==> config.mk <==
export PLATFORM = sky130hd
export DESIGN_NAME = morse_digit_player
export DESIGN_NICKNAME = d
export VERILOG_FILES = /design/src/rtl/morse_digit_player.sv
export SDC_FILE = /design/constraint.sdc
export NUM_CORES = 1
export LEC_CHECK = 0
export CAP_MARGIN = 20
export CORE_AREA = 2 2 194 139
export DETAILED_ROUTE_END_ITERATION = 6
export DIE_AREA = 0 0 196 141
export GPL_ROUTABILITY_DRIVEN = 0
export PLACE_DENSITY = 0.4
export SLEW_MARGIN = 20
export SYNTH_ARGS = -nofsm -noshare
export SYNTH_HDL_FRONTEND = slang
export SYNTH_SLANG_ARGS = --single-unit
export TNS_END_PERCENT = 10
==> constraint.sdc <==
create_clock -name clk -period 11.7 [get_ports clk]
set_input_delay 2.34 -clock clk [delete_from_list [all_inputs] [get_ports clk]]
set_output_delay 2.34 -clock clk [all_outputs]
set_load 0.1 [all_outputs]
==> src/rtl/morse_digit_player.sv <==
// rtl/morse_digit_player.sv - plays seven-segment digits out as timed Morse code on a key line
module morse_digit_player #(
    parameter int N_DIGITS       = 8,
    parameter int UNIT_CYCLES    = 25000000,
    parameter int DASH_UNITS     = 3,
    parameter int CHAR_GAP_UNITS = 3,
    parameter int SELW           = (N_DIGITS > 1) ? $clog2(N_DIGITS) : 1
) (
    input  logic                  clk,
    input  logic                  rst,
    input  logic [8*N_DIGITS-1:0] seg_bus,
    input  logic [SELW-1:0]       digit_sel,
    input  logic                  mode,
    input  logic                  start,
    input  logic                  abort,
    output logic                  key_out,
    output logic                  busy,
    output logic                  done,
    output logic                  err,
    output logic [SELW-1:0]       cur_digit,
    output logic [4:0]            morse_code
);

    localparam int DOT_LEN  = UNIT_CYCLES;
    localparam int DASH_LEN = DASH_UNITS * UNIT_CYCLES;
    localparam int GAP_LEN  = (CHAR_GAP_UNITS - 1) * UNIT_CYCLES;
    localparam int MAX_LEN  = (DASH_LEN > GAP_LEN) ? DASH_LEN : GAP_LEN;
    localparam int CNTW     = $clog2(MAX_LEN);
    localparam bit POW2     = ((1 << SELW) == N_DIGITS);

    localparam logic [CNTW-1:0] DOT_END  = CNTW'(DOT_LEN - 1);
    localparam logic [CNTW-1:0] DASH_END = CNTW'(DASH_LEN - 1);
    localparam logic [CNTW-1:0] GAP_END  = CNTW'(GAP_LEN - 1);
    localparam logic [SELW-1:0] LAST_PTR = SELW'(N_DIGITS - 1);
    localparam logic [SELW:0]   N_EXT    = (SELW + 1)'(N_DIGITS);
    localparam logic [4:0]      IDLE_CODE = 5'b10101;

    typedef enum logic [2:0] {
        S_IDLE, S_LOAD, S_MARK, S_SPACE, S_CHAR_GAP, S_DONE
    } state_t;

    state_t                state_q, state_d;
    logic [CNTW-1:0]       cnt_q, cnt_d;
    logic [SELW-1:0]       ptr_q, ptr_d;
    logic [2:0]            elem_q, elem_d;
    logic [4:0]            code_q, code_d;
    logic [8*N_DIGITS-1:0] seg_snap_q, seg_snap_d;
    logic                  mode_snap_q, mode_snap_d;
    logic                  err_q, err_d;
    logic                  key_out_q, key_out_d;
    logic                  busy_q, busy_d;
    logic                  done_q, done_d;
    logic [SELW-1:0]       cur_digit_q, cur_digit_d;
    logic [4:0]            morse_code_q, morse_code_d;

    logic                  ptr_in_range;
    logic                  sel_in_range;
    logic [7:0]            cur_seg;
    logic                  dec_valid;
    logic                  dec_blank;
    logic [4:0]            dec_code;
    logic                  cur_bit;

    // Non-power-of-two builds can be handed an index past the last digit
    generate
        if (POW2) begin : g_full_range
            assign ptr_in_range = 1'b1;
            assign sel_in_range = 1'b1;
        end else begin : g_part_range
            assign ptr_in_range = ({1'b0, ptr_q} < N_EXT);
            assign sel_in_range = ({1'b0, digit_sel} < N_EXT);
        end
    endgenerate

    assign cur_bit = code_q[3'd4 - elem_q];

    // Pick the snapshot byte for ptr and translate it to a Morse code
    always_comb begin
        cur_seg   = 8'hFF;
        dec_valid = 1'b1;
        dec_blank = 1'b0;
        dec_code  = 5'b00000;
        if (ptr_in_range) begin
            cur_seg = seg_snap_q[{ptr_q, 3'b000} +: 8];
        end
        case (cur_seg)
            8'hF9:   dec_code = 5'b01111;
            8'hA4:   dec_code = 5'b00111;
            8'hB0:   dec_code = 5'b00011;
            8'h99:   dec_code = 5'b00001;
            8'h92:   dec_code = 5'b00000;
            8'h82:   dec_code = 5'b10000;
            8'hF8:   dec_code = 5'b11000;
            8'h80:   dec_code = 5'b11100;
            8'h90:   dec_code = 5'b11110;
            8'hC0:   dec_code = 5'b11111;
            8'hFF: begin
                dec_valid = 1'b0;
                dec_blank = 1'b1;
            end
            default: dec_valid = 1'b0;
        endcase
    end

    // Sequencer: next state, snapshot, pointer and element bookkeeping
    always_comb begin
        state_d     = state_q;
        ptr_d       = ptr_q;
        elem_d      = elem_q;
        code_d      = code_q;
        seg_snap_d  = seg_snap_q;
        mode_snap_d = mode_snap_q;
        err_d       = err_q;
        case (state_q)
            S_IDLE: begin
                if (start && !abort) begin
                    seg_snap_d  = seg_bus;
                    mode_snap_d = mode;
                    ptr_d       = digit_sel;
                    err_d       = !sel_in_range;
                    state_d     = S_LOAD;
                end
            end
            S_LOAD: begin
                if (!ptr_in_range) begin
                    state_d = S_DONE;
                end else if (dec_valid) begin
                    code_d  = dec_code;
                    elem_d  = 3'd0;
                    state_d = S_MARK;
                end else if (!dec_blank) begin
                    // Invalid byte is flagged, then overwritten so the next
                    // LOAD cycle treats it exactly like a blank digit.
                    err_d = 1'b1;
                    seg_snap_d[{ptr_q, 3'b000} +: 8] = 8'hFF;
                end else if (!mode_snap_q || ptr_q == LAST_PTR) begin
                    state_d = S_DONE;
                end else begin
                    ptr_d = ptr_q + SELW'(1);
                end
            end
            S_MARK: begin
                if (cnt_q == (cur_bit ? DASH_END : DOT_END)) begin
                    state_d = S_SPACE;
                end
            end
            S_SPACE: begin
                if (cnt_q == DOT_END) begin
                    if (elem_q != 3'd4) begin
                        elem_d  = elem_q + 3'd1;
                        state_d = S_MARK;
                    end else if (mode_snap_q && ptr_q != LAST_PTR) begin
                        state_d = S_CHAR_GAP;
                    end else begin
                        state_d = S_DONE;
                    end
                end
            end
            S_CHAR_GAP: begin
                if (cnt_q == GAP_END) begin
                    ptr_d   = ptr_q + SELW'(1);
                    state_d = S_LOAD;
                end
            end
            S_DONE:  state_d = S_IDLE;
            default: state_d = S_IDLE;
        endcase
        if (abort && state_q != S_IDLE) begin
            state_d = S_IDLE;
        end
    end

    // Unit counter restarts on every state entry so element lengths never drift
    always_comb begin
        cnt_d = (state_d == state_q) ? cnt_q + CNTW'(1) : '0;
    end

    // Output values follow the state one cycle later; abort forces idle values
    always_comb begin
        key_out_d    = (state_q == S_MARK);
        busy_d       = (state_q == S_LOAD) || (state_q == S_MARK) ||
                       (state_q == S_SPACE) || (state_q == S_CHAR_GAP);
        done_d       = (state_q == S_DONE);
        cur_digit_d  = cur_digit_q;
        morse_code_d = morse_code_q;
        case (state_q)
            S_IDLE, S_DONE: morse_code_d = IDLE_CODE;
            S_LOAD: begin
                cur_digit_d  = ptr_q;
                morse_code_d = (ptr_in_range && dec_valid) ? dec_code : IDLE_CODE;
            end
            default: ;
        endcase
        if (abort && state_q != S_IDLE) begin
            key_out_d    = 1'b0;
            busy_d       = 1'b0;
            done_d       = 1'b0;
            morse_code_d = IDLE_CODE;
        end
    end

    // State and output registers with asynchronous reset
    always_ff @(posedge clk or posedge rst) begin
        if (rst) begin
            state_q      <= S_IDLE;
            cnt_q        <= '0;
            ptr_q        <= '0;
            elem_q       <= 3'd0;
            code_q       <= IDLE_CODE;
            seg_snap_q   <= '1;
            mode_snap_q  <= 1'b0;
            err_q        <= 1'b0;
            key_out_q    <= 1'b0;
            busy_q       <= 1'b0;
            done_q       <= 1'b0;
            cur_digit_q  <= '0;
            morse_code_q <= IDLE_CODE;
        end else begin
            state_q      <= state_d;
            cnt_q        <= cnt_d;
            ptr_q        <= ptr_d;
            elem_q       <= elem_d;
            code_q       <= code_d;
            seg_snap_q   <= seg_snap_d;
            mode_snap_q  <= mode_snap_d;
            err_q        <= err_d;
            key_out_q    <= key_out_d;
            busy_q       <= busy_d;
            done_q       <= done_d;
            cur_digit_q  <= cur_digit_d;
            morse_code_q <= morse_code_d;
        end
    end

    assign key_out    = key_out_q;
    assign busy       = busy_q;
    assign done       = done_q;
    assign err        = err_q;
    assign cur_digit  = cur_digit_q;
    assign morse_code = morse_code_q;

endmodule

; Word level (Yosys, flattened, before mapping)
; Cells that the tools add are included.
[totals]
reg_bits = 118
word_cells = 119
input_bits = 72
out_inout_bits = 12
[op_classes]
order_cmp = 1
addsub = 5
n_shift = 3
n_eq_ne = 32
mux = 43
reduce_logical = 22
[ops]
columns = cell, count
row1 = $mux 64, 3
row2 = $pmux 64 s2, 1
row3 = $eq 8x8->1 const B, 11
row4 = $bwmux 64, 1
row5 = $shift 8x8->64 const A, 1
row6 = $shiftx 64x7->8, 1
row7 = $shiftx 8x8->64 const A, 1
row8 = $mux 27, 2
row9 = $mux 3, 17
row10 = $pmux 5 s9, 1
row11 = $add 27x1->27 const B, 1
row12 = $eq 27x25->1 const B, 1
row13 = $eq 27x26->1 const B, 1
row14 = $eq 27x27->1, 1
row15 = $ne 2x2->1 const B, 9
row16 = $pmux 3 s5, 1
row17 = $mux 1, 10
row18 = $mux 5, 2
row19 = $pmux 5 s2, 1
row20 = $reduce_or 10->1, 1
row21 = $eq 3x3->1 const B, 3
row22 = $pmux 3 s3, 1
row23 = $reduce_bool 3->1, 3
row24 = $neg 6->8, 1
row25 = other kinds (19), 31

; Logic depth before layout (Yosys ltp)
; Gate-level depths: netlist of the first run.
[depth]
word_depth = 10
depth_mapped = 11
ltp_nobuf = 9

; Worst setup path before layout of the first run
; OpenSTA, ideal clock, no wires.
[synth_path]
path_kind = input-to-reg
startpoint = input abort
endpoint = register cnt_q[10]
required_time_ps = 11599
stages = 8
setup_ps = 101
path_buffers = 2
slack_ps = 7849
arrival_ps = 3750
cell_sequence = nor2_1 > nand3_1 > o211ai_1 > a31o_2 > a221o_1 > clkbuf_2 > buf_1 > nor4_1
[synth_between]
elab_chain_cells = 7
word_cells_on_any_way = 8
classes_between = 1 x eq/ne / 4 x mux / 3 x reduce/logical
[synth_rtl]
columns = item, line
row1 = from (decl), 15  ; input logic abort,
row2 = $logic_not 1->1, 116  ; if (start && !abort) begin
row3 = $logic_and 1x1->1, 116
row4 = $mux 3, 116
row5 = $pmux 3 s5, 114  ; case (state_q)
row6 = $mux 3 (*), 168  ; if (abort && state_q != S_IDLE) begin
row7 = $eq 3x3->1 (*), 175  ; cnt_d = (state_d == state_q) ? cnt_q + CNTW'(1) : '0;
row8 = $mux 27 (*), 175
row9 = via cnt_d[10], 43  ; logic [CNTW-1:0] cnt_q, cnt_d;
row10 = to (signal assigned), 220  ; cnt_q <= cnt_d;
row11 = to (decl), 43
; Mark *: on every way through the listed nets, which the timed path passes. The rest lies on a longest branch.
; A chain may end at the register's enable or synchronous reset.

; Worst setup path in the final report of the first run
[layout_path]
startpoint = input abort
endpoint = register cnt_q[3]
; Same word-level chain as after synthesis.

==> flow_metrics.py, run 1 <==
metrics = {
    "placed_design": {
        "dpl-instance-area_sq_um": 7550,
        "numPlacedInstances": 1046,
        "hpwl_mm": 13.9,
        "numPortBuffers": 83,
    },
    "detailed_routing": {
        "routed_via_density": 4.96,
        "detail_route.drc_violations": 0,
        "wl_per_cell_um": 18.4,
        "dr.pass1.iters": 5,
        "vias": 5353,
        "drtIter0Drc": 358,
        "antenna_left": 0,
        "routed_wirelength_mm": 19.8,
    },
    "flow_run": {
        "maxCapViolCount": 0,
    },
    "finish": {
        "finish.net_count": 810,
        "multi_input_comb_area_sq_um": 3070,
        "synthToLayoutAreaGrowth_pct": 29.4,
        "layout.cells.most_common": "clkdlybuf4s50_1",
        "layout.area.seq_sq_um": 3040,
        "final_core_util": 0.317,
        "antenna_diode_instance_count": 0,
        "post_layout_nonfiller_instances": 1079,
        "final_cell_area_sq_um": 8260,
        "final_layout_size_suffix_gt1_frac": 0.185,
        "layout_common_cells": "clkdlybuf4s50_1 (83), dfstp_2 (70), a21oi_1 (68), nor2_1 (64), nor3_1 (60)",
        "filler_cell_count_in_the_final_layout": 2684,
    },
    "setup_path": {
        "timing.critical_path.from": "abort",
        "critPathCaptureType": "flip-flop",
        "timing_worst_setup_path_type": "in -> reg",
        "startpoint_type": "input pin",
        "worst_r2r_startpoint": "ptr_q[0]$_DFFE_PP0P_",
        "cp.arrival_ns": 5.71,
        "r2r_setup_slack_ns": 7.08,
        "critPathRequiredTime_ns": 11.99,
        "maximum_fanout_along_the_worst_path": 67,
    },
    "logic_synthesis": {
        "synth.cell_area_sq_um": 6380,
        "netlist_instances": 655,
        "post_syn_area_per_cell_sq_um": 9.74,
        "yosys.cell_types.count": 61,
        "synth-edff-count": 0,
        "yosysSeqAreaShare": 0.476,
        "ys_async_sr_fraction": 1.00,
        "synth_warnings": 0,
        "synth_fp_nets": 737,
        "synth-seq-cells": 118,
        "ys.flop_type": "dfstp_2",
    },
    "clock_tree": {
        "ctsRootBufferMaster": "clkbuf_16",
        "htree_num_levels": 4,
        "tritoncts_num_sinks": 118,
        "post_cts.resized_instances": 0,
        "postCtsSetupRepairBufs": 0,
        "clock_pin_slew_reported_for_the_worst_setup_and_hold_paths_after_clock_tree_synthesis_ns": 0.05,
        "cts-buffers-inserted": 17,
        "tritoncts": "done",
        "cts-hold-fix-buffers": 0,
        "clk-insertion-delay-late_ns": 0.42,
        "clock_path_buffers": 2,
    },
    "timing": {
        "worstMarginPinSlew_ns": 1.09,
        "rsz0062_at_grt": "no",
        "timing.fmax_ghz": 0.185,
        "final.setup_skew_ns": 0.0124,
        "timing.slew.headroom": 0.272,
        "final_max_slew_viol_count": 0,
        "period_share": 0.463,
        "period_needed_ns": 5.42,
        "final_hold_viol_count": 0,
        "setup_tns_ns": 0,
        "final-setup-viol-count": 0,
    },
    "pwr": {
        "total_power_mw": 2.20,
        "vdd_ir_drop_max_uv": 84.6,
        "pwr_density_cell_nw_per_um2": 267,
        "total_leakage_power_nw": 3.22,
    },
    "min_path": {
        "hold_start": "seg_snap_q[22]$_DFFE_PP1P_",
        "min_path_type": "reg -> reg",
    },
    "global_routing": {
        "grt_usage": 0.146,
        "grt_pass1_wl_mm": 31.0,
        "gr-total-overflow": 0,
        "antenna_found_initial": 0,
        "pin_count_of_the_biggest_net_entering_global_routing": 70,
        "grt_pass1_vias": 5354,
    },
    "floorplanning": {
        "num_rows": 50,
        "ioPinCount": 84,
        "die_h_um": 141,
        "floorplan_die_width_um": 196,
        "initial_utilization": 0.245,
        "placeableCoreArea_sq_um": 26000,
        "die-area_sq_um": 27600,
    },
    "status": {
        "run_status": "finished clean",
    },
}
flip-flops by register name, indices dropped and copies added (netlist names), 3 cells and up:
name and count:
seg_snap_q 64, cnt_q 27, code_q 5, morse_code 5, cur_digit 3, elem_q 3, ptr_q 3, state_q 3
logic make-up (layout without fill, tap and decap cells):
logic type,after synthesis,in the layout,share of synthesized area
AO/OA/AOI/OAI,133,133,0.125
XOR/XNOR,31,31,0.0425
adder cells (fa/ha/maj),11,11,0.0212
buffers and inverters,74,160,0.0451
flip-flops,118,118,0.476
multiplexers,29,29,0.0816
AND/OR/NAND/NOR,259,259,0.208
stage by stage:
step / hold slack [ns] / setup WS [ns]
detailed placement: 0.449 / 5.85
CTS: 0.458 / 6.29
global placement: 0.449 / 6.06
finish: 0.459 / 6.28
floorplan: 0.438 / 6.35
global route: 0.475 / 6.08
path summary, 6_finish.rpt:
check / endpoint / cells after the start
max: cnt_q[3]$_DFF_PP0_ / 8
min: seg_snap_q[22]$_DFFE_PP1P_ / 2
max reg2reg: seg_snap_q[37]$_DFFE_PP1P_ / 8
min reg2reg: seg_snap_q[22]$_DFFE_PP1P_ / 2
max in group asynchronous: cur_digit[2]$_DFFE_PP0P_ / 3
min in group asynchronous: cnt_q[1]$_DFF_PP0_ / 2
synthesized netlist by cell type, types with 2 or more instances:
cell type | count | area, sq um
dfstp_2 | 70 | 1840
a21oi_1 | 68 | 340
nor2_1 | 65 | 244
nor3_1 | 60 | 300
dfrtp_1 | 48 | 1200
nand2_1 | 39 | 146
inv_1 | 36 | 135
nor4_1 | 30 | 188
clkbuf_1 | 28 | 105
xnor2_1 | 21 | 184
mux4_2 | 17 | 383
o22ai_1 | 16 | 100
nand3_1 | 14 | 70.1
o21ai_0 | 13 | 65.1
and3_1 | 12 | 75.1
ha_1 | 10 | 125
xor2_1 | 10 | 87.6
mux2i_1 | 9 | 90.1
nand4_1 | 9 | 56.3
o22a_1 | 8 | 70.1
a31oi_1 | 6 | 37.5
nor2b_1 | 5 | 31.3
o31ai_1 | 5 | 37.5
and4_1 | 4 | 35.0
buf_2 | 4 | 20.0
buf_1 | 3 | 11.3
nand2b_1 | 3 | 18.8
nand3b_1 | 3 | 22.5
nor3b_1 | 3 | 22.5
a31o_2 | 2 | 17.5
o32ai_1 | 2 | 17.5
or3_1 | 2 | 12.5
or4b_2 | 2 | 20.0
power breakdown:
part / leakage (nW) / internal (mW) / total [mW] / switching, mW
clock: 0.322 / 0.418 / 0.611 / 0.193
sequential: 1.39 / 0.618 / 0.721 / 0.103
combinational: 1.52 / 0.330 / 0.870 / 0.540
critical path, stage by stage:
cell and delay [ns]:
clkdlybuf4s50_1 0.79, nor2_1 0.20, nand3_2 0.11, buf_4 0.56, o211ai_1 0.24, a31o_2 0.30
a221o_1 0.71, nor4_1 0.44
cell type report:
type,instances,area share
inverter,37,0.0171
multi-input combinational,463,0.371
clock inverter,15,0.0312
clock buffer,17,0.0515
tap,338,0.0512
timing repair buffer,91,0.109
sequential,118,0.368
layer usage:
metal,track usage,up-vias,wire [um]
met5,0,-,0
li1,-,2539,-
met4,0.0578,0,355
met2,0.208,156,8580
met1,0.213,2637,9830
met3,0.0335,21,1060
(Power assumes the default switching activity.)
==> run 2: changes to the inputs <==
Clock period 11.7 ns to 5.28 ns, I/O delays scaled along.
==> run 2 against run 1 <==
Flip-flop and latch count unchanged. Design area down 0.83%. Clock skew about the same. Critical path type is now reg -> reg. Largest cell class unchanged. Largest power group unchanged.
==> flow_metrics.py, run 2 (synthesized netlist as in run 1, its figures left out) <==
metrics = {
    "detailed_routing": {
        "drtIter0Drc": 363,
        "routed_via_density": 4.91,
        "vias": 5294,
        "dr.pass1.iters": 5,
        "routed_wirelength_mm": 19.1,
        "antenna_left": 0,
        "detail_route.drc_violations": 0,
        "wl_per_cell_um": 17.7,
    },
    "clock_tree": {
        "tritoncts_num_sinks": 118,
        "cts-hold-fix-buffers": 0,
        "clk-insertion-delay-late_ns": 0.42,
        "post_cts.resized_instances": 0,
        "htree_num_levels": 4,
        "ctsRootBufferMaster": "clkbuf_16",
        "clock_path_buffers": 2,
        "tritoncts": "done",
        "clock_pin_slew_reported_for_the_worst_setup_and_hold_paths_after_clock_tree_synthesis_ns": 0.06,
        "postCtsSetupRepairBufs": 0,
        "cts-buffers-inserted": 17,
    },
    "floorplanning": {
        "die-area_sq_um": 27600,
        "ioPinCount": 84,
        "die_h_um": 141,
        "num_rows": 50,
        "floorplan_die_width_um": 196,
        "placeableCoreArea_sq_um": 26000,
        "initial_utilization": 0.245,
    },
    "finish": {
        "regMostFlops": "seg_snap_q",
        "final_layout_size_suffix_gt1_frac": 0.189,
        "synthToLayoutAreaGrowth_pct": 28.3,
        "layout_common_cells": "clkdlybuf4s50_1 (83), dfstp_2 (70), a21oi_1 (68), nor2_1 (64), nor3_1 (60)",
        "antenna_diode_instance_count": 0,
        "layout.cells.most_common": "clkdlybuf4s50_1",
        "largest_reg_flops": 64,
        "finish.net_count": 810,
        "biggestRegsByFlops": "seg_snap_q (64), cnt_q (27)",
    },
    "setup_path": {
        "r2r_setup_slack_ns": 1.10,
        "r2r-end": "seg_snap_q[41]$_DFFE_PP1P_",
        "worst_r2r_startpoint": "ptr_q[1]$_DFFE_PP0P_",
        "timing.critical_path.from": "ptr_q[1]$_DFFE_PP0P_",
        "timing_worst_setup_path_type": "reg -> reg",
        "startpoint_type": "flip-flop",
        "cp.arrival_ns": 4.53,
        "critPathCaptureType": "flip-flop",
        "rr_worst_depth": 7,
        "maximum_fanout_along_the_worst_path": 22,
        "critPathRequiredTime_ns": 5.63,
    },
    "global_routing": {
        "pin_count_of_the_biggest_net_entering_global_routing": 67,
        "grt_usage": 0.142,
        "grt_pass1_wl_mm": 30.2,
        "antenna_found_initial": 0,
        "gr-total-overflow": 0,
        "grt_pass1_vias": 5220,
    },
    "pwr": {
        "total_leakage_power_nw": 3.21,
        "total_power_mw": 4.72,
        "pwr_density_cell_nw_per_um2": 577,
        "vdd_ir_drop_max_uv": 241,
    },
    "timing": {
        "final_hold_viol_count": 0,
        "setup_tns_ns": 0,
        "timing.slew.headroom": 0.268,
        "timing.fmax_ghz": 0.239,
        "period_needed_ns": 4.18,
        "period_share": 0.792,
        "final_max_slew_viol_count": 0,
        "rsz0062_at_grt": "no",
        "holdWs_ns": 0.464,
        "final-setup-viol-count": 0,
        "worstMarginPinSlew_ns": 1.09,
        "final.setup_skew_ns": 0.0122,
    },
    "min_path": {
        "worstHoldPathCells": 2,
        "hold_start": "seg_snap_q[18]$_DFFE_PP1P_",
        "min_to": "seg_snap_q[18]$_DFFE_PP1P_",
        "min_path_type": "reg -> reg",
    },
    "status": {
        "run_status": "finished clean",
    },
    "placed_design": {
        "hpwl_mm": 13.9,
        "numPortBuffers": 83,
    },
    "flow_run": {
        "maxCapViolCount": 0,
    },
}
## run 2: layer usage
metal / vias to the layer above / share of wire / track usage
li1: 2531 / - / -
met1: 2615 / 0.49 / 0.207
met2: 129 / 0.44 / 0.207
met3: 19 / 0.052 / 0.0337
met4: 0 / 0.015 / 0.0467
met5: - / 0 / 0
## run 2: stage by stage
| stage | util | instance area (sq um) | instances | setup WS, ns |
|---|---|---|---|---|
| 6_report | 0.315 | 8190 | 1079 | 1.10 |
| 3_3_place_gp | 0.291 | 7560 | 1047 | 1.23 |
| 4_1_cts | 0.315 | 8190 | 1079 | 1.02 |
| 2_1_floorplan | - | 6380 | 655 | 1.21 |
| 5_1_grt | 0.315 | 8190 | 1079 | 0.670 |
| 3_5_place_dp | 0.291 | 7560 | 1047 | 1.02 |
## run 2: area by class of cell
cell class | count | area (sq um)
Clock buffer | 18 | 429
Clock inverter | 14 | 196
Fill cell | 2662 | 17800
Inverter | 37 | 141
Multi-Input combinational cell | 463 | 3070
Sequential cell | 118 | 3040
Tap cell | 338 | 423
Timing Repair Buffer | 91 | 891
## run 2: worst max path at each step
stage	end	slack, ns	cells after the start
3_3_place_gp	seg_snap_q[46]$_DFFE_PP1P_	1.23	8
6_report	seg_snap_q[41]$_DFFE_PP1P_	1.10	7
4_1_cts	seg_snap_q[40]$_DFFE_PP1P_	1.02	7
5_1_grt	seg_snap_q[45]$_DFFE_PP1P_	0.67	7
2_1_floorplan	busy$_DFF_PP0_	1.21	1
3_5_place_dp	seg_snap_q[41]$_DFFE_PP1P_	1.02	7
## run 2: critical path, cell delays in order, from the launching register on
cell,delay [ns]
dfrtp_1,0.98
mux4_2,0.41
mux2i_1,0.61
nor2_1,0.12
and4b_1,0.30
nor4b_4,0.82
nand2_1,0.58
a21oi_1,0.30
## run 2: power by group
part | total (mW) | internal (mW) | switching [mW]
clock | 1.25 | 0.795 | 0.455
combinational | 1.83 | 0.716 | 1.11
sequential | 1.65 | 1.37 | 0.275
